`src/rtl/ez8_mem_pkg.sv`:
```
// Shared types and default widths for the memory arbiter slice.
package ez8_mem_pkg;

    localparam int DEF_ADDR_W = 8;
    localparam int DEF_DATA_W = 8;

    typedef enum logic {
        ARB    = 1'b0,
        LOCKED = 1'b1
    } arb_state_t;

    typedef enum logic [1:0] {
        OWN_NONE = 2'd0,
        OWN_CORE = 2'd1,
        OWN_DMA  = 2'd2
    } owner_t;

endpackage

```
`src/rtl/mem_arb_tag_pipe.sv`:
```
// mem_arb_tag_pipe: two-stage shift register that carries the owner of each
// granted read alongside the memory latency, and decodes the per-port
// read-return strobes at the second stage.
module mem_arb_tag_pipe
    import ez8_mem_pkg::*;
(
    input  logic       clk,
    input  logic       reset_n,
    input  logic       push_valid_i,
    input  logic [1:0] push_owner_i,
    output logic       core_sel_o,
    output logic       dma_sel_o
);

    logic       s1_valid_q;
    logic [1:0] s1_owner_q;
    logic       s2_valid_q;
    logic [1:0] s2_owner_q;

    // Shift the read tag one stage per cycle; reset drops anything in flight.
    always_ff @(posedge clk or negedge reset_n) begin
        if (!reset_n) begin
            s1_valid_q <= 1'b0;
            s1_owner_q <= OWN_NONE;
            s2_valid_q <= 1'b0;
            s2_owner_q <= OWN_NONE;
        end else begin
            s1_valid_q <= push_valid_i;
            s1_owner_q <= push_owner_i;
            s2_valid_q <= s1_valid_q;
            s2_owner_q <= s1_owner_q;
        end
    end

    assign core_sel_o = s2_valid_q && (s2_owner_q == OWN_CORE);
    assign dma_sel_o  = s2_valid_q && (s2_owner_q == OWN_DMA);

endmodule

```
`src/rtl/mem_arbiter.sv`:
```
// mem_arbiter: shares the single mem_ctrl port between the core and a
// DMA/debug requester. Grants are combinational, the winning access is
// registered onto the mem_ctrl lines, and read data is steered back to its
// owner two cycles after the grant.
// Optional starvation counters are built when MEM_ARB_FAIRNESS_EN is defined.
module mem_arbiter
    import ez8_mem_pkg::*;
#(
    parameter int ADDR_W       = DEF_ADDR_W,
    parameter int DATA_W       = DEF_DATA_W,
    parameter int STARVE_LIMIT = 4
) (
    input  logic              clk,
    input  logic              reset_n,
    input  logic              core_req,
    input  logic              core_we,
    input  logic [ADDR_W-1:0] core_addr,
    input  logic [DATA_W-1:0] core_wdata,
    output logic              core_gnt,
    output logic              core_rvalid,
    output logic [DATA_W-1:0] core_rdata,
    input  logic              dma_req,
    input  logic              dma_we,
    input  logic              dma_lock,
    input  logic [ADDR_W-1:0] dma_addr,
    input  logic [DATA_W-1:0] dma_wdata,
    output logic              dma_gnt,
    output logic              dma_rvalid,
    output logic [DATA_W-1:0] dma_rdata,
    output logic [ADDR_W-1:0] mem_readaddr,
    output logic [ADDR_W-1:0] mem_writeaddr,
    output logic [DATA_W-1:0] mem_writedata,
    output logic              mem_write,
    input  logic [DATA_W-1:0] mem_readdata,
    output logic [1:0]        owner
);

    arb_state_t state_q, state_d;
    logic       core_gnt_c, dma_gnt_c;
    logic       dma_prio;    // DMA has waited long enough to win contention
    logic       force_core;  // core has waited long enough to break a lock

`ifdef MEM_ARB_FAIRNESS_EN
    logic [3:0] dma_wait_q, dma_wait_d;
    logic [3:0] core_wait_q, core_wait_d;

    assign dma_prio   = (dma_wait_q  >= 4'(STARVE_LIMIT));
    assign force_core = (core_wait_q >= 4'(STARVE_LIMIT));

    // Wait counters: DMA starvation in ARB, core starvation while locked.
    always_comb begin
        dma_wait_d  = dma_wait_q;
        core_wait_d = core_wait_q;
        if (dma_gnt_c) begin
            dma_wait_d = '0;
        end else if ((state_q == ARB) && dma_req && (dma_wait_q != 4'hF)) begin
            dma_wait_d = dma_wait_q + 4'd1;
        end
        if (state_d == ARB) begin
            core_wait_d = '0;
        end else if ((state_q == LOCKED) && core_req && (core_wait_q != 4'hF)) begin
            core_wait_d = core_wait_q + 4'd1;
        end
    end

    // Wait counter registers.
    always_ff @(posedge clk or negedge reset_n) begin
        if (!reset_n) begin
            dma_wait_q  <= '0;
            core_wait_q <= '0;
        end else begin
            dma_wait_q  <= dma_wait_d;
            core_wait_q <= core_wait_d;
        end
    end
`else
    // Strict core priority; the limit only matters with the counters built.
    logic unused_starve_limit;
    assign unused_starve_limit = (STARVE_LIMIT != 0);
    assign dma_prio   = 1'b0;
    assign force_core = 1'b0;
`endif

    // Grant decision and lock tracking.
    always_comb begin
        state_d    = state_q;
        core_gnt_c = 1'b0;
        dma_gnt_c  = 1'b0;
        case (state_q)
            ARB: begin
                if (core_req && !(dma_req && dma_prio)) begin
                    core_gnt_c = 1'b1;
                end else if (dma_req) begin
                    dma_gnt_c = 1'b1;
                end
                if (dma_gnt_c && dma_lock) begin
                    state_d = LOCKED;
                end
            end
            LOCKED: begin
                if (force_core) begin
                    // Break the lock for one core access, whatever dma_lock says.
                    core_gnt_c = core_req;
                    state_d    = ARB;
                end else begin
                    dma_gnt_c = dma_req;
                    if (!dma_lock) begin
                        state_d = ARB;
                    end
                end
            end
            default: state_d = ARB;
        endcase
    end

    // Arbiter state register.
    always_ff @(posedge clk or negedge reset_n) begin
        if (!reset_n) begin
            state_q <= ARB;
        end else begin
            state_q <= state_d;
        end
    end

    // Grants are forced low while reset is held so every output reads 0.
    assign core_gnt = core_gnt_c & reset_n;
    assign dma_gnt  = dma_gnt_c & reset_n;

    logic              any_gnt;
    logic              sel_we;
    logic [ADDR_W-1:0] sel_addr;
    logic [DATA_W-1:0] sel_wdata;

    assign any_gnt   = core_gnt | dma_gnt;
    assign sel_we    = core_gnt ? core_we    : dma_we;
    assign sel_addr  = core_gnt ? core_addr  : dma_addr;
    assign sel_wdata = core_gnt ? core_wdata : dma_wdata;

    logic [ADDR_W-1:0] readaddr_q, writeaddr_q;
    logic [DATA_W-1:0] writedata_q;
    logic              write_q;
    logic [1:0]        owner_q;

    // Register the winning access onto the mem_ctrl lines; lines hold when idle.
    always_ff @(posedge clk or negedge reset_n) begin
        if (!reset_n) begin
            readaddr_q  <= '0;
            writeaddr_q <= '0;
            writedata_q <= '0;
            write_q     <= 1'b0;
            owner_q     <= OWN_NONE;
        end else begin
            write_q <= any_gnt && sel_we;
            if (any_gnt) begin
                owner_q <= core_gnt ? OWN_CORE : OWN_DMA;
                if (sel_we) begin
                    writeaddr_q <= sel_addr;
                    writedata_q <= sel_wdata;
                end else begin
                    readaddr_q <= sel_addr;
                end
            end
        end
    end

    assign mem_readaddr  = readaddr_q;
    assign mem_writeaddr = writeaddr_q;
    assign mem_writedata = writedata_q;
    assign mem_write     = write_q;
    assign owner         = owner_q;

    mem_arb_tag_pipe u_tag_pipe (
        .clk          (clk),
        .reset_n      (reset_n),
        .push_valid_i (any_gnt && !sel_we),
        .push_owner_i (core_gnt ? OWN_CORE : OWN_DMA),
        .core_sel_o   (core_rvalid),
        .dma_sel_o    (dma_rvalid)
    );

    logic [DATA_W-1:0] core_rdata_q, dma_rdata_q;

    // Remember the last returned word per port so a non-owner's rdata holds.
    always_ff @(posedge clk or negedge reset_n) begin
        if (!reset_n) begin
            core_rdata_q <= '0;
            dma_rdata_q  <= '0;
        end else begin
            if (core_rvalid) begin
                core_rdata_q <= mem_readdata;
            end
            if (dma_rvalid) begin
                dma_rdata_q <= mem_readdata;
            end
        end
    end

    assign core_rdata = core_rvalid ? mem_readdata : core_rdata_q;
    assign dma_rdata  = dma_rvalid  ? mem_readdata : dma_rdata_q;

endmodule

```
`config.mk`:
```
export PLATFORM = sky130hd
export DESIGN_NAME = mem_arbiter
export DESIGN_NICKNAME = d
export VERILOG_FILES = /design/src/rtl/ez8_mem_pkg.sv /design/src/rtl/mem_arb_tag_pipe.sv /design/src/rtl/mem_arbiter.sv
export SDC_FILE = /design/constraint.sdc
export NUM_CORES = 1
export LEC_CHECK = 0
export ABC_AREA = 1
export CAP_MARGIN = 5
export CORE_MARGIN = 4
export CORE_UTILIZATION = 42
export DETAILED_ROUTE_END_ITERATION = 12
export PLACE_DENSITY = 0.8
export SYNTH_ARGS = -nofsm -noshare
export SYNTH_HDL_FRONTEND = slang
export SYNTH_SLANG_ARGS = --single-unit
```
`constraint.sdc`:
```
create_clock -name clk -period 1.65 [get_ports clk]
set_clock_uncertainty 0.05 [all_clocks]
set_input_delay 0.165 -clock clk [delete_from_list [all_inputs] [get_ports clk]]
set_output_delay 0.165 -clock clk [all_outputs]
set_load 0.005 [all_outputs]
```
==> flow_summary.ini, run 1 <==
[worst_setup_path]
critPathArrivalTime_ns = 1.47
crit_path_max_fanout = 8
cp-end-kind = primary output
critPathLaunchType = flop
worst-setup-path-type = flop to primary output
crit_required_ns = 1.43

[synthesis]
netlist_area_um2 = 2191
yosysTopAreaCell = dfrtp_1
syn_inst = 254
synth_edf_count = 0
synth_nets = 301
synth_most_common_cell = nand2_1
synth.area.top_cells = dfrtp_1 57%, nand2_1 17%, nand3_1 5.7%
ys_ff_latch = 50
synth_commonest_cells = 101 x nand2_1, 50 x dfrtp_1, 25 x nand3_1
synth_area_per_cell_um2 = 8.625
synth_top_area_share_pct = 57.11
yosysUniqueCellTypes = 16
ys.flop_type = dfrtp_1
ys_seq_area_share_pct = 57.11
yosysWarnings = 0
synthArstFlopShare_pct = 100.0

[route]
drc_errors = 0
viasPerCell = 4.826
wl_per_cell_um = 14.29
first_pass_iters = 4
postRouteAntennaNets = 0
vias = 2162
drt_iter0_drc = 87
wirelength_um = 6404

[floorplan]
core-area_um2 = 5075
die_h_um = 80.23
dieWidth_um = 80.23
io_pins = 94
start_util_pct = 43.17
rows = 26
die_area_um2 = 6436

[sta]
period_share_pct = 102.0
hold_viol_final = 0
slew-limit-headroom_pct = 61.65
setup_viol = 4
hold_ws_ns = 0.1077
rsz0062_at_grt = yes
worst_pin_slew_ns = 0.5753
min_period_ns = 1.683
drv_slew = 0
fmax_ghz = 0.5942
finalWorstSetupSlack_ns = -0.03293

[final_layout]
layout-drive-gt1-share_pct = 25.93
diodes = 0
fin_nets = 424
syn_to_final_growth_pct = 68.59

[pwr]
combPwrFrac_pct = 32.1
powerDensity_nw_per_um2 = 1054
power_mw = 3.895
max-vdd-ir-drop_v = 0.0005695
pwr-share-seq_pct = 40.9
p_int_mw = 2.827
p_leak_nw = 1.899
swShare_pct = 27.43
p_sw_mw = 1.068
clkPwrFrac_pct = 27.0

[flow_run]
cap_violations = 0

[clock_network]
path_clk_slew_ns = 0.09
numCtsBuffers = 5
cts-root-buf = clkbuf_8
clock_sinks = 50
cts_tree = yes
clk_path_buf_depth = 2
cts_max_level = 2
insertion_delay_ns = 0.30

[outcome]
failed_checks = setup timing
outcome = finished, violations left

[min_path]
hold_class = input port to asynchronous set/reset pin

[grt]
grt_max_degree = 49
grt_pass1_vias = 2124
grt.overflow.total = 0
antenna_found_initial = 0
track_usage_pct = 20.14
grt_pass1_wl_um = 9915

[place]
detailed_place_hpwl_um = 4566
gp_congestion = 0.8864
io_buffer_count = 93
==> layout by cell type (no fill, tap or decap), drive strengths merged <==
cell type / Yosys / routed
nor2: 1 / 1
dlygate4sd3: 0 / 1
nand2: 106 / 106
nand4: 18 / 18
dfrtp: 50 / 50
buf: 12 / 47
bufinv: 0 / 2
clkbuf: 2 / 11
clkdlybuf4s50: 0 / 72
o21ai: 17 / 17
nand3: 27 / 27
dlygate4sd2: 0 / 2
a21oi: 3 / 3
clkdlybuf4s15: 0 / 2
dlymetal6s2s: 0 / 1
inv: 18 / 18
==> power groups by stage <==
stage / Combinational (mW) / Sequential, mW / Clock [mW]
after floorplan: 0.362 / 1.60 / 0
after global placement: 1.17 / 1.59 / 0
after detailed placement: 1.20 / 1.60 / 0
after CTS: 1.21 / 1.58 / 1.07
after global routing: 1.36 / 1.62 / 1.13
final: 1.25 / 1.59 / 1.05
==> flip-flops by register name (all words and copies together) (netlist names) <==
register and cells:
u_tag_pipe.s2_owner_q 2, state_q 1, u_tag_pipe.s1_valid_q 1, mem_writedata 8, mem_readaddr 8, u_tag_pipe.s1_owner_q 2
owner 2, dma_rdata_q 8, core_rdata_q 8, mem_write 1, mem_writeaddr 8, u_tag_pipe.s2_valid_q 1
==> worst max-delay path, stage by stage (launching register included) <==
cell	delay, ns
dfrtp_1	0.43
nor2_2	0.11
nand2_2	0.10
buf_12	0.16
buf_6	0.11
o21ai_2	0.14
buf_2	0.13
==> stage by stage <==
step / util, % / setup TNS [ns] / area (µm²) / std cells / setup WS, ns
after global placement: 66.22 / -0.4429 / 3361 / 431 / -0.05551
after detailed placement: 66.22 / -0.9632 / 3361 / 431 / -0.08432
after global routing: 72.78 / -0.4924 / 3694 / 448 / -0.07593
final: 72.78 / -0.07282 / 3694 / 448 / -0.03293
after floorplan: - / 0 / 2191 / 254 / 0.4132
after CTS: 71.35 / -0.1279 / 3621 / 445 / -0.06552
==> kinds of logic (layout without fill, tap and decap cells) <==
group           Yosys count  in the layout  synth area share [%]
simple gates            152            152                 31.64
buf+inv                  32            156                 6.681
compound gates           20             20                 4.569
flops                    50             50                 57.11
==> area by class of cell <==
cell class              instances  area [µm²]
clock buffers                   6       82.58
clock inverters                 2       60.06
fillers                       403        1381
inverters                      18       67.56
multi-input cells             172       917.1
flip-flops and latches         50        1251
well taps                      70       87.58
repair buffers                130        1227
==> worst paths after layout <==
path | start | end | slack (ns) | cells past startpoint
max | u_tag_pipe.s2_owner_q[0]$_DFF_PN0_ | dma_rdata[7] | -0.03 | 6
min | reset_n | mem_readaddr[6]$_DFFE_PN0P_ | 0.11 | 2
max reg2reg | state_q$_DFF_PN0_ | mem_readaddr[3]$_DFFE_PN0P_ | 0.25 | 7
min reg2reg | u_tag_pipe.s1_valid_q$_DFF_PN0_ | u_tag_pipe.s2_valid_q$_DFF_PN0_ | 0.30 | 0
max in group asynchronous | reset_n | owner[1]$_DFFE_PN0P_ | 0.84 | 3
min in group clk | reset_n | u_tag_pipe.s1_owner_q[0]$_DFF_PN0_ | 0.21 | 3
==> repair_timing <==
item / 4_1_cts / 5_1_grt
cloned: 1 / 1
pin swaps: 3 / 0
endpoints found under the hold margin: 2 / 0
hold buffers: 1 / 0
gates resized for setup: 90 / 27
endpoints found under the setup margin: 20 / 15
buffers inserted: 4 / 2
==> routing by layer <==
metal	share of wire (%)	track usage [%]	routed length, µm
met2	47	32.28	3000
met4	2.4	7.770	152
met3	9.6	6.614	612
met5	0	0	0
met1	41	25.14	2638
Note: power is estimated with default switching activity, not from simulation.
==> run 2: changes to the inputs <==
GPL_TIMING_DRIVEN = 0   (was not set)
==> flow_summary.ini, run 2 (synthesis results as in run 1) <==
[floorplan]
dieWidth_um = 80.23
die_h_um = 80.23
io_pins = 94
die_area_um2 = 6436
core-area_um2 = 5075
start_util_pct = 43.17
rows = 26

[final_layout]
mostFrequentLayoutCell = nand2_1
multi_input_area_um2 = 954.7
fin_nets = 420
mostFrequentLayoutCells = 98 x nand2_1, 71 x clkdlybuf4s50_1, 50 x dfrtp_1, 24 x nand3_1
post-route-util_pct = 71.67
diodes = 0
regArea_um2 = 1251
syn_to_final_growth_pct = 66.02
layout-drive-gt1-share_pct = 23.06
nFillCells = 400

[worst_setup_path]
crit_path_max_fanout = 6
critPathArrivalTime_ns = 1.47
r2r_start = state_q$_DFF_PN0_
cpPeakStageDelay_ns = 0.40
critPathLaunchType = flop
crit_slowest_cell = dfrtp_1
cp_cell_sequence = buf_4 > nand3_4 > clkbuf_16 > buf_6 > nand2_2 > o21ai_4 > buf_2
cp-end-kind = primary output
crit_required_ns = 1.43
worst-setup-path-type = flop to primary output
critPathLaunch = u_tag_pipe.s2_owner_q[0]$_DFF_PN0_

[clock_network]
clk_path_buf_depth = 2
clock_sinks = 50
cts_max_level = 2
insertion_delay_ns = 0.30
path_clk_slew_ns = 0.07
cts_tree = yes
cts-root-buf = clkbuf_8
numCtsBuffers = 5

[outcome]
outcome = finished, violations left
failed_checks = setup timing

[sta]
fmax_ghz = 0.5926
min_period_ns = 1.688
rsz0062_at_grt = yes
drv_slew = 0
period_share_pct = 102.3
worst_pin_slew_ns = 0.7616
hold_viol_final = 0
slew-limit-headroom_pct = 49.06
finalWorstSetupSlack_ns = -0.03762
setup_viol = 6

[pwr]
swShare_pct = 29.75
powerDensity_nw_per_um2 = 959.6
p_int_mw = 2.452
clkPwrFrac_pct = 18.8
pwr-share-seq_pct = 45.3
max-vdd-ir-drop_v = 0.0004087
p_sw_mw = 1.038
p_leak_nw = 1.847
combPwrFrac_pct = 35.8
power_mw = 3.490

[route]
wl_per_cell_um = 14.94
first_pass_iters = 4
drt_iter0_drc = 60
postRouteAntennaNets = 0
vias = 2149
drc_errors = 0
wirelength_um = 6617
viasPerCell = 4.851

[grt]
grt_max_degree = 20
grt_pass1_vias = 2256
antenna_found_initial = 0
track_usage_pct = 21.06
grt_pass1_wl_um = 10420
grt.overflow.total = 0

[min_path]
hold_class = flop to flop
min_from = u_tag_pipe.s1_valid_q$_DFF_PN0_

[place]
gp_congestion = 0.9177
io_buffer_count = 93
detailed_place_hpwl_um = 4678

[flow_run]
cap_violations = 0
-- run 2: changes by cell type in the layout (fill, tap and decap cells not counted), moves of 3 or more --
cell,change
buf_4,-16
o21ai_2,-7
o21ai_4,+7
buf_2,+5
buf_6,+5
nand2_1,+5
buf_8,+3
nand2_2,-3
-- run 2: power groups by stage --
stage / sequential (mW) / clock (mW) / combinational [mW]
3_3_place_gp: 1.59 / 0 / 1.08
6_report: 1.58 / 0.658 / 1.25
3_5_place_dp: 1.60 / 0 / 1.11
2_1_floorplan: 1.60 / 0 / 0.362
5_1_grt: 1.61 / 0.738 / 1.37
4_1_cts: 1.58 / 0.681 / 1.17
-- run 2: area by class of cell --
class	instances	share of cell area (%)
repair buffers	113	29.55
multi-input cells	172	26.25
flip-flops and latches	50	34.40
inverters	18	1.858
plain buffers	13	3.440
clock buffers	7	2.098
well taps	70	2.408
-- run 2: final timing paths --
check / cells after the start / endpoint / slack, ns
setup / recovery: 7 / core_rdata[6] / -0.04
hold / removal: 0 / u_tag_pipe.s2_valid_q$_DFF_PN0_ / 0.31
setup reg to reg: 8 / mem_writeaddr[7]$_DFFE_PN0P_ / 0.18
hold reg to reg: 0 / u_tag_pipe.s2_valid_q$_DFF_PN0_ / 0.31
max in group asynchronous: 3 / mem_writeaddr[1]$_DFFE_PN0P_ / 0.51
min in group asynchronous: 2 / core_rdata_q[7]$_DFF_PN0_ / 0.45
-- run 2: metal layers --
metal | wire [µm] | GRT usage (%)
met1 | 2725 | 23.68
met2 | 3266 | 37.83
met3 | 531 | 6.614
met4 | 93 | 6.419
met5 | 0 | 0
-- run 2: through the flow --
stage                     instances  setup slack (ns)  area [µm²]  setup TNS (ns)  hold WS [ns]
after floorplan                 254            0.4132        2191               0       -0.1806
after detailed placement        418           -0.4196        3224          -10.32       0.06316
final                           443          -0.03762        3637        -0.09090        0.3062
after global placement          417            -2.107        3209         -113.55        0.2823
after CTS                       440           -0.1018        3553         -0.1965        0.3123
after global routing            443           -0.1023        3637         -0.9944        0.3184
-- run 2: repair_timing --
item | in CTS | in global routing
setup endpoints to repair | 20 | 18
endpoints found under the hold margin | 33 | 0
hold buffers | 3 | 0
pin swaps | 5 | 4
setup buffers | 12 | 4
cloned | 1 | 0
resized for setup | 118 | 25
-- run 2: worst max-delay path: cells and delay by family, from the launching register on --
kind	cells	cell delay (ns)
flip-flops	1	0.40
buffers and inverters	4	0.56
AND/OR/NAND/NOR	2	0.16
AO/OA/AOI/OAI	1	0.07
==> run 3: changes to the inputs <==
CORE_MARGIN = not set   (was 4)
==> flow_summary.ini, run 3 (synthesis results as in run 1) <==
[outcome]
outcome = finished, violations left
failed_checks = setup timing

[sta]
hold_viol_final = 0
fmax_ghz = 0.5983
rsz0062_at_grt = yes
min_period_ns = 1.671
drv_slew = 0
worst_pin_slew_ns = 0.7654
finalWorstSetupSlack_ns = -0.02135
period_share_pct = 101.3
setup_viol = 10
slew-limit-headroom_pct = 48.80

[route]
wirelength_um = 6490
wl_per_cell_um = 14.92
postRouteAntennaNets = 0
vias = 2199
drt_iter0_drc = 82
drc_errors = 0
viasPerCell = 5.055
first_pass_iters = 4

[floorplan]
io_pins = 94
die_area_um2 = 5509
rows = 25
dieWidth_um = 74.23
core-area_um2 = 4880
start_util_pct = 44.90
die_h_um = 74.23

[final_layout]
nFillCells = 372
post-route-util_pct = 73.51
mostFrequentLayoutCell = nand2_1
syn_to_final_growth_pct = 63.74
multi_input_area_um2 = 940.9
regArea_um2 = 1251
fin_nets = 414
layout-drive-gt1-share_pct = 21.47
mostFrequentLayoutCells = 99 x nand2_1, 71 x clkdlybuf4s50_1, 50 x dfrtp_1, 24 x nand3_1
diodes = 0

[worst_setup_path]
critPathLaunchType = flop
crit_path_max_fanout = 4
worst-setup-path-type = flop to primary output
crit_required_ns = 1.43
cpLargestDelayFamily = flip-flops
cpPeakStageDelay_ns = 0.41
cp-end-kind = primary output
cp_num_buf_inv = 3
worst_r2r_path_depth = 9
reg2reg_slack_ns = 0.20
crit_slowest_cell = dfrtp_1
path_depth = 6
critPathArrivalTime_ns = 1.46
cp_cell_sequence = nor2_2 > nand2_2 > buf_8 > buf_6 > o21ai_2 > buf_2

[clock_network]
clk_path_buf_depth = 2
insertion_delay_ns = 0.29
path_clk_slew_ns = 0.08
cts-root-buf = clkbuf_8
cts_tree = yes
numCtsBuffers = 5
clock_sinks = 50
cts_max_level = 2

[grt]
antenna_found_initial = 0
grt.overflow.total = 0
grt_max_degree = 20
grt_pass1_wl_um = 9984
grt_pass1_vias = 2157
track_usage_pct = 24.53

[place]
detailed_place_hpwl_um = 4365
gp_congestion = 0.8732
io_buffer_count = 93

[pwr]
p_leak_nw = 1.828
powerDensity_nw_per_um2 = 966.3
max-vdd-ir-drop_v = 0.0004361
power_mw = 3.466

[min_path]
min_path_cells = 5
hold_class = input port to flop

[flow_run]
cap_violations = 0
-- run 3: area by class of cell --
class                           instances  area share, %
Buffer                                 12          3.348
Clock buffer                            6          2.023
Clock inverter                          2         0.3837
Inverter                               18          1.884
Multi-Input combinational cell        172          26.23
Sequential cell                        50          34.88
Tap cell                               67          2.337
Timing Repair Buffer                  108          28.92
-- run 3: path summary, 6_finish.rpt --
path | start | endpoint
worst max-delay path | u_tag_pipe.s2_owner_q[0]$_DFF_PN0_ | dma_rdata[2]
worst min-delay path | reset_n | u_tag_pipe.s1_owner_q[0]$_DFF_PN0_
worst max register to register | state_q$_DFF_PN0_ | mem_writeaddr[4]$_DFFE_PN0P_
worst min register to register | u_tag_pipe.s1_owner_q[0]$_DFF_PN0_ | u_tag_pipe.s2_owner_q[0]$_DFF_PN0_
max in group asynchronous | reset_n | mem_writeaddr[7]$_DFFE_PN0P_
min in group asynchronous | reset_n | core_rdata_q[2]$_DFF_PN0_
-- run 3: where the power goes --
part	leakage, nW	internal (mW)	total, mW	switching (mW)
registers	0.607	1.47	1.60	0.123
logic	1.18	0.648	1.18	0.537
clock network	0.0452	0.299	0.686	0.386
total	1.83	2.42	3.47	1.05
-- run 3: timing repair --
item	in CTS	in global routing
endpoints found under the hold margin	50	0
setup endpoints to repair	20	16
pin swaps	1	3
setup buffers	9	2
gates resized for setup	118	13
hold buffers	2	0
cloned	1	0
-- run 3: per-stage QoR --
| step | setup slack [ns] | hold slack [ns] | instance area, µm² | instances | TNS, ns |
|---|---|---|---|---|---|
| 2_1_floorplan | 0.4132 | -0.1806 | 2191 | 254 | 0 |
| 3_3_place_gp | -2.127 | 0.2829 | 3206 | 414 | -119.03 |
| 3_5_place_dp | -0.4363 | 0.05953 | 3221 | 415 | -11.52 |
| 4_1_cts | -0.003424 | 0.2747 | 3548 | 433 | -0.003424 |
| 5_1_grt | -0.08671 | 0.2888 | 3587 | 435 | -0.8213 |
| 6_report | -0.02135 | 0.2869 | 3587 | 435 | -0.09546 |
-- run 3: worst reg2reg max path: cells and delay by family, from the launching register on --
kind	cells	cell delay (ns)
DFF	1	0.39
and+or+nand+nor	6	0.53
buffers and inverters	3	0.43
-- run 3: per-layer routing --
metal  vias to the layer above  share of wire (%)  GRT usage [%]
met2                        92                 51          44.75
met5                         -                  0              0
met4                         0               0.99          9.224
met1                      1054                 40          27.83
li1                       1048                  -              -
met3                         5                8.0          5.827
